===== config.mk =====
export PLATFORM = sky130hd
export DESIGN_NAME = ks_pipe_adder_flat
export DESIGN_NICKNAME = d
export VERILOG_FILES = /design/src/rtl/ks_pkg.sv /design/src/rtl/ks_pipe_adder_if.sv /design/src/rtl/ks_prefix_seg.sv /design/src/rtl/ks_pipe_adder.sv /design/src/flat_wrapper.sv
export SDC_FILE = /design/constraint.sdc
export NUM_CORES = 1
export LEC_CHECK = 0
export CAP_MARGIN = 20
export CORE_MARGIN = 3
export CORE_UTILIZATION = 40
export CTS_BUF_LIST = sky130_fd_sc_hd__clkbuf_4 sky130_fd_sc_hd__clkbuf_8 sky130_fd_sc_hd__clkbuf_16
export CTS_CLUSTER_DIAMETER = 80
export DETAILED_ROUTE_END_ITERATION = 6
export PLACE_DENSITY = 0.71
export SYNTH_ARGS = -nofsm -noshare
export SYNTH_HDL_FRONTEND = slang
export SYNTH_SLANG_ARGS = --single-unit

===== constraint.sdc =====
create_clock -name clk -period 2 [get_ports clk]
set_input_delay 0.3 -clock clk [delete_from_list [all_inputs] [get_ports clk]]
set_output_delay 0.3 -clock clk [all_outputs]
set_load 0.1 [all_outputs]

===== src/rtl/ks_pkg.sv =====
// ks_pkg: shared helpers for the segmented Kogge-Stone adder
package ks_pkg;
  function automatic int clog2(input int n);
    int r;
    r = 0;
    while ((1 << r) < n) r++;
    return r;
  endfunction
  function automatic bit legal_cfg(input int bw, input int segs);
    return segs >= 1 && segs <= 8 && bw % segs == 0;
  endfunction
endpackage


===== src/rtl/ks_pipe_adder_if.sv =====
// ks_pipe_adder_if: operand/result stream bundle for ks_pipe_adder
interface ks_pipe_adder_if #(parameter int BW = 32);
  logic in_valid, in_ready, cin, sub, out_valid, out_ready, cout, overflow;
  logic [BW-1:0] a, b, sum;
  modport master (
    output in_valid, a, b, cin, sub, out_ready,
    input in_ready, out_valid, sum, cout, overflow
  );
  modport slave (
    input in_valid, a, b, cin, sub, out_ready,
    output in_ready, out_valid, sum, cout, overflow
  );
endinterface


===== src/rtl/ks_prefix_seg.sv =====
// ks_prefix_seg: combinational SW-bit Kogge-Stone carry tree with carry in
module ks_prefix_seg import ks_pkg::*; #(
  parameter int SW = 16
) (
  input logic [SW-1:0] g,
  input logic [SW-1:0] p,
  input logic cin,
  output logic [SW-1:0] sum,
  output logic cout
);
  localparam int L = clog2(SW);
  logic [SW-1:0] gg, pp, gn, pn;
  logic [SW:0] c;
  // cin is folded into bit 0 so each prefix group already includes it
  always_comb begin
    gg = g;
    gg[0] = g[0] | (p[0] & cin);
    pp = p;
    gn = gg;
    pn = pp;
    for (int l = 0; l < L; l++) begin
      gn = gg;
      pn = pp;
      for (int i = 1 << l; i < SW; i++) begin
        gn[i] = gg[i] | (pp[i] & gg[i-(1<<l)]);
        pn[i] = pp[i] & pp[i-(1<<l)];
      end
      gg = gn;
      pp = pn;
    end
  end
  assign c = {gg, cin};
  assign sum = p ^ c[SW-1:0];
  assign cout = c[SW];
endmodule


===== src/rtl/ks_pipe_adder.sv =====
// ks_pipe_adder: segment-pipelined Kogge-Stone add/sub with global-stall valid/ready
// Define KS_PIPE_OVF_EN to build the signed-overflow MSB pipeline; otherwise overflow is 0.
module ks_pipe_adder import ks_pkg::*; #(
  parameter int BW = 32,
  parameter int SEGS = 2
) (
  input logic clk,
  input logic resetn,
  ks_pipe_adder_if.slave io
);
  localparam int SW = BW / SEGS;
  localparam bit LEGAL = legal_cfg(BW, SEGS);
  if (!LEGAL) begin : g_bad
    $fatal(1, "ks_pipe_adder: BW must be a multiple of SEGS and SEGS must be 1..8");
  end
  logic adv, c0;
  logic [BW-1:0] b_eff, g_in, p_in;
  assign adv = !io.out_valid || io.out_ready;
  assign io.in_ready = adv;
  assign b_eff = io.b ^ {BW{io.sub}};
  assign c0 = io.sub | io.cin;
  assign g_in = io.a & b_eff;
  assign p_in = io.a ^ b_eff;
  for (genvar k = 0; k < SEGS; k++) begin : g_st
    localparam int RW = BW - k*SW;
    logic [RW-1:0] gx, px;
    logic [(k+1)*SW-1:0] s_d, s_q;
    logic [SW-1:0] s_seg;
    logic ci, co, vi, v_q, c_q;
`ifdef KS_PIPE_OVF_EN
    logic am_d, bm_d, am_q, bm_q;
`endif
    if (k == 0) begin : g_src
      assign gx = g_in, px = p_in, ci = c0, vi = io.in_valid, s_d = s_seg;
`ifdef KS_PIPE_OVF_EN
      assign am_d = io.a[BW-1], bm_d = b_eff[BW-1];
`endif
    end else begin : g_src
      assign gx = g_st[k-1].g_skew.g_q, px = g_st[k-1].g_skew.p_q;
      assign ci = g_st[k-1].c_q, vi = g_st[k-1].v_q, s_d = {s_seg, g_st[k-1].s_q};
`ifdef KS_PIPE_OVF_EN
      assign am_d = g_st[k-1].am_q, bm_d = g_st[k-1].bm_q;
`endif
    end
    ks_prefix_seg #(.SW(SW)) u_seg (
      .g(gx[SW-1:0]),
      .p(px[SW-1:0]),
      .cin(ci),
      .sum(s_seg),
      .cout(co)
    );
    always_ff @(posedge clk or negedge resetn)
      if (!resetn) begin
        v_q <= 1'b0;
        c_q <= 1'b0;
        s_q <= '0;
      end else if (adv) begin
        v_q <= vi;
        c_q <= co;
        s_q <= s_d;
      end
    // unresolved upper segments wait here until their stage comes up
    if (k < SEGS-1) begin : g_skew
      logic [RW-SW-1:0] g_q, p_q;
      always_ff @(posedge clk or negedge resetn)
        if (!resetn) begin
          g_q <= '0;
          p_q <= '0;
        end else if (adv) begin
          g_q <= gx[RW-1:SW];
          p_q <= px[RW-1:SW];
        end
    end
`ifdef KS_PIPE_OVF_EN
    always_ff @(posedge clk or negedge resetn)
      if (!resetn) begin
        am_q <= 1'b0;
        bm_q <= 1'b0;
      end else if (adv) begin
        am_q <= am_d;
        bm_q <= bm_d;
      end
`endif
  end
  assign io.out_valid = g_st[SEGS-1].v_q;
  assign io.sum = g_st[SEGS-1].s_q;
  assign io.cout = g_st[SEGS-1].c_q;
`ifdef KS_PIPE_OVF_EN
  assign io.overflow = (g_st[SEGS-1].am_q == g_st[SEGS-1].bm_q) &&
                       (g_st[SEGS-1].s_q[BW-1] != g_st[SEGS-1].am_q);
`else
  assign io.overflow = 1'b0;
`endif
endmodule


===== src/flat_wrapper.sv =====
// flat-port wrapper written by rule: the top's interface ports become plain ports
module ks_pipe_adder_flat import ks_pkg::*;
#(
  parameter int BW = 32,
  parameter int SEGS = 2
)
  (clk, resetn, io_in_valid, io_a, io_b, io_cin, io_sub, io_out_ready, io_in_ready, io_out_valid, io_sum, io_cout, io_overflow);
  ks_pipe_adder_if #(.BW(BW)) io_i ();
  input logic clk;
  input logic resetn;
  input wire logic [$bits(io_i.in_valid)-1:0] io_in_valid;
  input wire logic [$bits(io_i.a)-1:0] io_a;
  input wire logic [$bits(io_i.b)-1:0] io_b;
  input wire logic [$bits(io_i.cin)-1:0] io_cin;
  input wire logic [$bits(io_i.sub)-1:0] io_sub;
  input wire logic [$bits(io_i.out_ready)-1:0] io_out_ready;
  output wire logic [$bits(io_i.in_ready)-1:0] io_in_ready;
  output wire logic [$bits(io_i.out_valid)-1:0] io_out_valid;
  output wire logic [$bits(io_i.sum)-1:0] io_sum;
  output wire logic [$bits(io_i.cout)-1:0] io_cout;
  output wire logic [$bits(io_i.overflow)-1:0] io_overflow;
  assign io_i.in_valid = io_in_valid;
  assign io_i.a = io_a;
  assign io_i.b = io_b;
  assign io_i.cin = io_cin;
  assign io_i.sub = io_sub;
  assign io_i.out_ready = io_out_ready;
  assign io_in_ready = io_i.in_ready;
  assign io_out_valid = io_i.out_valid;
  assign io_sum = io_i.sum;
  assign io_cout = io_i.cout;
  assign io_overflow = io_i.overflow;
  ks_pipe_adder #(.BW(BW), .SEGS(SEGS)) u_core (.clk(clk), .resetn(resetn), .io(io_i));
endmodule

==> flow_summary_export.csv, run 1 <==
group,metric,value,unit
logic_synthesis,synth.distinct_cells,53,
timing,min_period,2250,ps
worst_setup_path,cp_num_buf_inv,3,
logic_synthesis,synthCells,601,
placement,hpwlAfterDp,10.2,mm
clock_network,cts_sinks,84,
floorplan,start_util,0.416,
floorplan,die_h,119,µm
final_layout,final_common_cell,"nand2_1",
placement,io_buffers,104,
clock_network,cts_buffers,9,
clock_network,cts_tree,"built",
worst_setup_path,r2r_cells,9,
power_and_ir_drop,p_per_area,1200,mW/mm²
final_layout,regArea,0.00210,mm²
logic_synthesis,synth_xor_area_frac,0.0772,
timing,setup_ws,-248,ps
clock_network,cts_buffer_depth,2,
logic_synthesis,yosysSeqAreaShare,0.412,
floorplan,rows,40,
routing,drtPass1Iterations,5,
routing,vias,4766,
global_route,grt_pass1_vias,4745,
global_route,grt_pass1_wl,22.9,mm
clock_network,worstSkewPairLatency,340,ps
final_layout,syn_to_final_growth,44.1,%
floorplan,dieArea,0.0142,mm²
logic_synthesis,ys_warn_count,0,
worst_setup_path,worstPathCellList,"buf_8 -> or2_4 -> fa_2 -> fa_2 -> a211oi_4 -> buf_4 -> nor4_4 -> o41ai_2 -> buf_4 -> xor2_1 -> a21oi_1",
logic_synthesis,async_reset_ff_frac,1.00,
status,failed_checks,"setup timing",
routing,drt.antenna.violating_nets,0,
logic_synthesis,synth-simple-area-share,0.233,
worst_setup_path,path_class,"in2reg",
routing,post-route-drc-count,0,
clock_network,htreeDepth,3,
timing,maxSlewHeadroom,0.642,
timing,finalClockSkew,4.93,ps
placement,gp_routability_congestion,0.855,
final_layout,antenna_cells,0,
final_layout,n_fill_cell,1077,
global_route,grt.total_usage,0.197,
logic_synthesis,synthAdderAreaFrac,0.0887,
min_path,min_path_cells,2,
routing,wire_per_inst,14.7,µm
worst_setup_path,critical_path_depth,11,
routing,drt-total-wl,13.7,mm
routing,via_per_inst,5.10,
worst_setup_path,cp-start-kind,"primary input",
logic_synthesis,ys.flop_type,"dfrtp_1",
timing,final_max_slew_viol_count,0,
worst_setup_path,critPathCaptureType,"flip-flop",
logic_synthesis,syn-cell-area,0.00510,mm²
global_route,grt_overflow,0,
routing,drt_iter0_drc,253,
logic_synthesis,synth_compound_area_frac,0.151,
floorplan,io_pins,106,
floorplan,die_x,119,µm
clock_network,cts.clk_slew.worst_paths,60,ps
logic_synthesis,syn_area_per_cell,8.49,µm²
worst_setup_path,path_max_fanout,4,
timing,grt_setup_unrepaired,"yes",
worst_setup_path,cp.required,2220,ps
final_layout,multiInputGateArea,0.00305,mm²
final_layout,drive_gt1_frac,0.229,
final_layout,final_cell_mix,"nand2_1, buf_4, dfrtp_1",
timing,period_share,1.12,
logic_synthesis,ys_seq_elements,84,
global_route,grt_start_max_net_pins,41,
power_and_ir_drop,vdd_drop_max,0.000524,V
min_path,hold_class,"reg2reg",
logic_synthesis,synthMuxAreaShare,0.00441,
logic_synthesis,synthesis.nets,706,
timing,worstMarginPinSlew,537,ps
timing,setup_viol,14,
final_layout,nets,867,
placement,pre_cts_slack,-972,ps
worst_setup_path,max_stage_delay,390,ps
worst_setup_path,arrival,2470,ps
timing,clock.fmax,0.445,GHz
worst_setup_path,cpLargestDelayFamily,"adder cells",
status,outcome,"finished, violations left",
worst_setup_path,slowest_stage,"fa_2",
logic_synthesis,synth_edf_count,0,
power_and_ir_drop,p_leak,3.53,nW
timing,setup_tns,-1580,ps
floorplan,fp.coreArea,0.0123,mm²
job,drv_cap,0,
timing,hold_viol_final,0,
logic_synthesis,synth_top_family_by_area,"simple AND/OR/NAND/NOR gates",
global_route,antenna_found_initial,0,
clock_network,cts_root_buf,"clkbuf_16",
## logic make-up after synthesis
kind of cell	Yosys count
other cells	1
simple gates	277
xor+xnor	45
compound gates	120
buf+inv	37
flops	84
mux	2
fa+ha+maj	35
## sequential cells by signal (all words and copies together), names as in the netlist
register and flops:
u_core.g_st.c_q 1, u_core.g_st.g_skew.g_q 16, u_core.g_st.g_skew.p_q 16, u_core.g_st.s_q 16, u_core.g_st.v_q 1, u_core.io.cout 1
u_core.io.out_valid 1, u_core.io.sum 32
## worst register-to-register path, delay by kind of cell, from the launching register on
kind / cells / cell delay [ps]
buf+inv: 1 / 170
fa+ha+maj: 2 / 350
compound gates: 4 / 640
xor+xnor: 1 / 170
flops: 1 / 390
simple gates: 1 / 230
## final cells by class
type                    instances  area share
multi-input cells             480       0.414
flip-flops and latches         84       0.286
repair buffers                178       0.219
clock buffers                  11      0.0327
well taps                     168      0.0286
clock inverters                 5      0.0146
inverters                       9     0.00459
## per-layer routing
layer,vias up,GRT usage,part of all wire
met4,0,0.0717,0.020
met5,-,0,0
met2,129,0.327,0.49
met1,2248,0.263,0.45
li1,2370,-,-
met3,19,0.0285,0.043
## path summary, 6_finish.rpt
check	slack [ps]	startpoint	endpoint
worst max-delay path	-250	io_sub	u_core.g_st[0].s_q[12]$_DFFE_PN0P_
worst min-delay path	460	u_core.io.sum[13]$_DFFE_PN0P_	u_core.io.sum[13]$_DFFE_PN0P_
worst max register to register	-70	u_core.g_st[0].c_q$_DFFE_PN0P_	u_core.io.sum[26]$_DFFE_PN0P_
worst min register to register	460	u_core.io.sum[13]$_DFFE_PN0P_	u_core.io.sum[13]$_DFFE_PN0P_
max in group asynchronous	860	resetn	u_core.g_st[0].g_skew.g_q[8]$_DFFE_PN0P_
min in group asynchronous	500	resetn	u_core.io.sum[0]$_DFFE_PN0P_
## per-stage QoR
| stage | cells | power [mW] | utilization | hold slack [ps] | cell area (µm²) |
|---|---|---|---|---|---|
| floorplan | 601 | 5.49 | - | 4.41 | 5200 |
| global placement | 900 | 6.63 | 0.543 | 310 | 6660 |
| detailed placement | 900 | 6.69 | 0.543 | 319 | 6660 |
| CTS | 922 | 8.74 | 0.583 | 472 | 7150 |
| global route | 935 | 9.26 | 0.600 | 484 | 7360 |
| finish | 935 | 8.79 | 0.600 | 465 | 7360 |
## power breakdown
group	internal, mW	switching (mW)	total (mW)	leakage, nW
logic	1.33	2.99	4.31	2.35
clock network	1.26	0.683	1.94	0.172
registers	2.16	0.382	2.54	1.01
## synth_stat cells (5+ instances only)
cell type  count  area, µm²
dfrtp_1       84       2100
clkbuf_1      15       56.3
nor2_1        37        139
buf_1          9       33.8
o21bai_1       5       37.5
xor2_1        39        342
ha_1          33        413
nand3_1       10       50.1
a211oi_1       9       67.6
o31ai_1        6       45.0
xnor2_1        6       52.6
nand2_1      184        691
a21o_1        11       82.6
a21oi_1       39        195
o21ai_0       22        110
o21a_1         5       37.5
nor3_1        13       65.1
inv_1          9       33.8
and3_1         6       37.5
## repair_timing
item | in CTS | in global routing
pin swaps | 27 | 38
gates resized for setup | 35 | 32
hold endpoints to repair | 38 | 0
endpoints found under the setup margin | 18 | 19
hold buffers | 1 | 0
buffers inserted | 5 | 14
No activity file was read; power rests on OpenSTA's default activity.
==> run 2: changes to the inputs <==
--- a/config.mk
+++ b/config.mk
@@ -6,12 +6,11 @@
 export NUM_CORES = 1
 export LEC_CHECK = 0
 export CAP_MARGIN = 20
-export CORE_MARGIN = 3
 export CORE_UTILIZATION = 40
 export CTS_BUF_LIST = sky130_fd_sc_hd__clkbuf_4 sky130_fd_sc_hd__clkbuf_8 sky130_fd_sc_hd__clkbuf_16
 export CTS_CLUSTER_DIAMETER = 80
 export DETAILED_ROUTE_END_ITERATION = 6
-export PLACE_DENSITY = 0.71
+export PLACE_DENSITY = 0.72
 export SYNTH_ARGS = -nofsm -noshare
 export SYNTH_HDL_FRONTEND = slang
 export SYNTH_SLANG_ARGS = --single-unit
==> flow_summary_export.csv, run 2 (same netlist as run 1, synthesis figures left out) <==
group,metric,value,unit
timing,finalClockSkew,7.70,ps
worst_setup_path,r2r_cells,9,
final_layout,drive_gt1_frac,0.241,
floorplan,die_x,115,µm
global_route,grt_start_max_net_pins,39,
timing,clock.fmax,0.437,GHz
worst_setup_path,critPathCaptureType,"flip-flop",
clock_network,cts_buffers,9,
timing,hold-worst-slack,467,ps
min_path,hold_class,"reg2reg",
worst_setup_path,ff2ff_setup_slack,-110,ps
final_layout,fin_area,0.00744,mm²
routing,drt-total-wl,13.6,mm
routing,vias,4811,
clock_network,cts.clk_slew.worst_paths,60,ps
final_layout,nets,866,
worst_setup_path,endpoint,"u_core.g_st[0].s_q[8]$_DFFE_PN0P_",
worst_setup_path,cp.required,2270,ps
placement,io_buffers,104,
floorplan,start_util,0.418,
job,drv_cap,0,
final_layout,multiInputGateArea,0.00316,mm²
clock_network,cts_sinks,84,
global_route,grt_pass1_vias,4853,
timing,final_max_slew_viol_count,0,
timing,hold_viol_final,0,
final_layout,antenna_cells,0,
timing,grt_setup_unrepaired,"yes",
worst_setup_path,r2r-start,"u_core.g_st[0].c_q$_DFFE_PN0P_",
placement,gp_routability_congestion,0.856,
worst_setup_path,r2r_end,"u_core.io.sum[28]$_DFFE_PN0P_",
clock_network,htreeDepth,3,
global_route,grt.total_usage,0.216,
clock_network,cts_tree,"built",
final_layout,n_fill_cell,1041,
clock_network,cts_buffer_depth,2,
timing,maxSlewHeadroom,0.567,
power_and_ir_drop,p_per_area,1170,mW/mm²
floorplan,die_h,115,µm
power_and_ir_drop,p_int,4.61,mW
global_route,antenna_found_initial,0,
floorplan,io_pins,106,
final_layout,largest_reg_flops,32,
routing,drtPass1Iterations,5,
power_and_ir_drop,p_switching,4.09,mW
worst_setup_path,arrival,2560,ps
floorplan,dieArea,0.0132,mm²
timing,min_period,2290,ps
status,outcome,"finished, violations left",
routing,wire_per_inst,14.6,µm
routing,drt.antenna.violating_nets,0,
worst_setup_path,path_max_fanout,3,
routing,post-route-drc-count,0,
status,failed_checks,"setup timing",
worst_setup_path,path_class,"in2reg",
final_layout,finalNonFillerCells,933,
power_and_ir_drop,swShare,0.470,
final_layout,final_common_cell,"nand2_1",
final_layout,final_cell_mix,"nand2_1, buf_4, dfrtp_1",
power_and_ir_drop,vdd_drop_max,0.00117,V
routing,drt_iter0_drc,260,
timing,setup_ws,-286,ps
worst_setup_path,startpoint,"io_sub",
placement,placed_cell_area,0.00664,mm²
power_and_ir_drop,seqPwrFrac,0.296,
global_route,grt_pass1_wl,22.7,mm
timing,setup_viol,16,
power_and_ir_drop,clockPowerShare,0.206,
floorplan,rows,40,
power_and_ir_drop,combPwrFrac,0.499,
power_and_ir_drop,p_leak,3.54,nW
timing,period_share,1.14,
timing,worstMarginPinSlew,647,ps
final_layout,regArea,0.00210,mm²
placement,pre_cts_slack,-954,ps
placement,hpwlAfterDp,9.93,mm
worst_setup_path,cp-start-kind,"primary input",
global_route,grt_overflow,0,
clock_network,worstSkewPairLatency,340,ps
final_layout,syn_to_final_growth,45.8,%
routing,via_per_inst,5.16,
clock_network,cts_root_buf,"clkbuf_16",
power_and_ir_drop,total_power,8.70,mW
placement,place_inst,897,
floorplan,fp.coreArea,0.0122,mm²
==> run 2: worst min path at each step <==
stage / start / end / cells after the start
2_1_floorplan: resetn / u_core.g_st[0].c_q$_DFFE_PN0P_ / 0
4_1_cts: u_core.g_st[0].v_q$_DFFE_PN0P_ / u_core.io.out_valid$_DFFE_PN0P_ / 1
3_3_place_gp: resetn / u_core.g_st[0].g_skew.g_q[11]$_DFFE_PN0P_ / 1
5_1_grt: u_core.g_st[0].v_q$_DFFE_PN0P_ / u_core.g_st[0].v_q$_DFFE_PN0P_ / 2
6_report: u_core.io.sum[11]$_DFFE_PN0P_ / u_core.io.sum[11]$_DFFE_PN0P_ / 2
3_5_place_dp: resetn / u_core.g_st[0].g_skew.g_q[11]$_DFFE_PN0P_ / 1
==> run 2: power by group through the flow <==
| stage | registers (mW) | logic, mW | clock network (mW) |
|---|---|---|---|
| floorplan | 4.24 | 1.25 | 0 |
| global placement | 2.57 | 4.03 | 0 |
| detailed placement | 2.58 | 4.09 | 0 |
| CTS | 2.56 | 4.23 | 1.82 |
| global route | 2.63 | 4.61 | 1.89 |
| finish | 2.57 | 4.34 | 1.79 |
==> run 2: repair_timing <==
action	in CTS	in global routing
hold endpoints to repair	35	0
buffers inserted	14	6
pin swaps	49	39
hold buffers	1	0
resized for setup	61	30
endpoints found under the setup margin	22	22
==> run 2: metrics by stage <==
stage / TNS [ps] / util
after floorplan: -4040 / -
after global placement: -9780 / 0.544
after detailed placement: -10200 / 0.544
after CTS: -1600 / 0.595
after global routing: -2890 / 0.609
final: -1520 / 0.609
==> run 2: worst max-delay path: stages <==
cell       delay (ps)
buf_8             110
or2_4             230
fa_2              380
fa_2              390
a211oi_4          260
buf_4             150
o21ai_2            50
a21o_1            210
a2111oi_2         340
nand3b_1          140
==> run 2: area by class of cell <==
class | count | area share
Tap cell | 168 | 0.0282
Sequential cell | 84 | 0.283
Clock buffer | 10 | 0.0321
Timing Repair Buffer | 177 | 0.217
Inverter | 9 | 0.00454
Clock inverter | 5 | 0.0114
Multi-Input combinational cell | 480 | 0.424
==> run 2: routing by layer <==
metal  GRT usage  up-vias  wire [µm]
met2       0.368      140       6570
met4      0.0779        0        335
met1       0.282     2269       6160
met3      0.0295       25        560
met5           0        -          0
li1            -     2377          -
==> run 3: changes to the inputs <==
--- a/config.mk
+++ b/config.mk
@@ -10,6 +10,7 @@
 export CTS_BUF_LIST = sky130_fd_sc_hd__clkbuf_4 sky130_fd_sc_hd__clkbuf_8 sky130_fd_sc_hd__clkbuf_16
 export CTS_CLUSTER_DIAMETER = 80
 export DETAILED_ROUTE_END_ITERATION = 6
+export GPL_TIMING_DRIVEN = 0
 export PLACE_DENSITY = 0.72
 export SYNTH_ARGS = -nofsm -noshare
 export SYNTH_HDL_FRONTEND = slang
==> flow_summary_export.csv, run 3 (same netlist as run 1, synthesis figures left out) <==
group,metric,value,unit
floorplan,dieArea,0.0132,mm²
clock_network,cts_buffer_depth,2,
timing,setup_ws,-335,ps
global_route,grt_pass1_vias,4772,
routing,via_per_inst,5.26,
worst_setup_path,r2r-start,"u_core.g_st[0].c_q$_DFFE_PN0P_",
final_layout,multiInputGateArea,0.00301,mm²
routing,drt.antenna.violating_nets,0,
final_layout,largest_reg_flops,32,
job,drv_cap,0,
final_layout,regArea,0.00210,mm²
floorplan,die_h,115,µm
placement,placed_cell_area,0.00647,mm²
final_layout,final_common_cell,"nand2_1",
worst_setup_path,path_class,"in2reg",
timing,clock.fmax,0.428,GHz
global_route,grt_start_max_net_pins,68,
status,failed_checks,"setup timing",
timing,worstMarginPinSlew,1020,ps
global_route,grt.total_usage,0.233,
routing,wire_per_inst,16.1,µm
floorplan,fp.coreArea,0.0122,mm²
floorplan,start_util,0.418,
worst_setup_path,arrival,2610,ps
worst_setup_path,cp-start-kind,"primary input",
routing,drt-total-wl,14.5,mm
final_layout,n_fill_cell,1147,
clock_network,worstSkewPairLatency,340,ps
worst_setup_path,ff2ff_setup_slack,-100,ps
floorplan,die_x,115,µm
final_layout,final_cell_mix,"nand2_1, dfrtp_1, clkdlybuf4s50_1",
timing,final_max_slew_viol_count,0,
floorplan,rows,40,
clock_network,cts.clk_slew.worst_paths,60,ps
status,outcome,"finished, violations left",
timing,hold_viol_final,0,
min_path,hold_class,"in2async",
power_and_ir_drop,p_per_area,1190,mW/mm²
timing,period_share,1.17,
timing,hold-worst-slack,377,ps
routing,vias,4740,
floorplan,io_pins,106,
worst_setup_path,cp.required,2270,ps
power_and_ir_drop,vdd_drop_max,0.000793,V
final_layout,fin_area,0.00698,mm²
timing,min_period,2340,ps
final_layout,antenna_cells,0,
placement,gp_routability_congestion,0.894,
global_route,grt_overflow,0,
routing,drtPass1Iterations,4,
clock_network,cts_sinks,84,
final_layout,utilization,0.571,
final_layout,syn_to_final_growth,36.7,%
final_layout,nets,833,
final_layout,drive_gt1_frac,0.109,
power_and_ir_drop,p_leak,3.27,nW
placement,pre_cts_slack,-1220,ps
routing,drt_iter0_drc,292,
timing,setup_viol,16,
timing,maxSlewHeadroom,0.326,
timing,finalClockSkew,12.5,ps
global_route,grt_pass1_wl,23.8,mm
worst_setup_path,critPathCaptureType,"flip-flop",
clock_network,cts_buffers,9,
worst_setup_path,r2r_end,"u_core.io.sum[30]$_DFFE_PN0P_",
worst_setup_path,path_max_fanout,5,
clock_network,htreeDepth,3,
clock_network,cts_root_buf,"clkbuf_16",
global_route,antenna_found_initial,0,
clock_network,cts_tree,"built",
placement,io_buffers,103,
placement,hpwlAfterDp,10.8,mm
worst_setup_path,r2r_cells,8,
routing,post-route-drc-count,0,
timing,grt_setup_unrepaired,"yes",
[run 3: cell count changes in the layout (fill, tap and decap cells not counted), moves of 4 or more]
cell / before / now
dlygate4sd2_1: 6 / 34
buf_1: 0 / 5
nor3_1: 5 / 11
clkbuf_1: 0 / 11
clkdlybuf4s50_1: 59 / 65
buf_12: 6 / 1
nor3_2: 6 / 2
buf_4: 93 / 13
buf_6: 10 / 2
a21oi_1: 33 / 37
[run 3: repair_timing]
item | in CTS | in global routing
pin swaps | 13 | 15
hold buffers | 1 | 0
setup endpoints to repair | 70 | 21
setup buffers | 8 | 3
gates resized for setup | 72 | 10
endpoints found under the hold margin | 17 | 0
cloned | 0 | 0
[run 3: worst max-delay path by stage]
stage / end / slack (ps) / from / depth (start not counted)
finish: u_core.g_st[0].s_q[8]$_DFFE_PN0P_ / -340 / io_sub / 10
global placement: u_core.io.out_valid$_DFFE_PN0P_ / -2690 / resetn / 1
floorplan: u_core.g_st[0].s_q[8]$_DFFE_PN0P_ / -590 / io_sub / 10
global route: u_core.g_st[0].s_q[12]$_DFFE_PN0P_ / -440 / io_sub / 11
detailed placement: io_in_ready / -1220 / io_out_ready / 6
CTS: u_core.g_st[0].s_q[12]$_DFFE_PN0P_ / -440 / io_sub / 11
[run 3: cell type report]
type | instances | area share
plain buffers | 28 | 0.0276
flip-flops and latches | 84 | 0.301
repair buffers | 116 | 0.159
clock inverters | 5 | 0.00968
clock buffers | 11 | 0.0353
well taps | 168 | 0.0301
multi-input cells | 480 | 0.432
inverters | 9 | 0.00484
[run 3: stage by stage]
step	power [mW]	std cells	TNS, ps
floorplan	5.49	601	-4040
global route	8.70	901	-4790
finish	8.31	901	-3050
detailed placement	6.64	873	-28420
CTS	8.30	898	-3150
global placement	6.57	872	-225790
[run 3: worst max-delay path, cell delays in order]
cell and delay [ps]:
clkbuf_16 130, buf_12 120, xor2_4 170, fa_2 380
fa_2 390, a211oi_4 350, o21ai_1 110, a21o_1 240
a2111oi_2 280, nand3b_1 140
[run 3: per-layer routing]
layer  global-route usage  part of all wire
met1                0.314              0.47
met2                0.392              0.48
met3               0.0348             0.041
met4               0.0632             0.012
met5                    0                 0
[run 3: power by group]
part | total [mW] | switching [mW] | leakage, nW | internal (mW)
Sequential | 2.51 | 0.353 | 1.01 | 2.16
Combinational | 4.06 | 3.00 | 2.11 | 1.06
Clock | 1.74 | 0.704 | 0.156 | 1.03
Total | 8.31 | 4.06 | 3.27 | 4.25
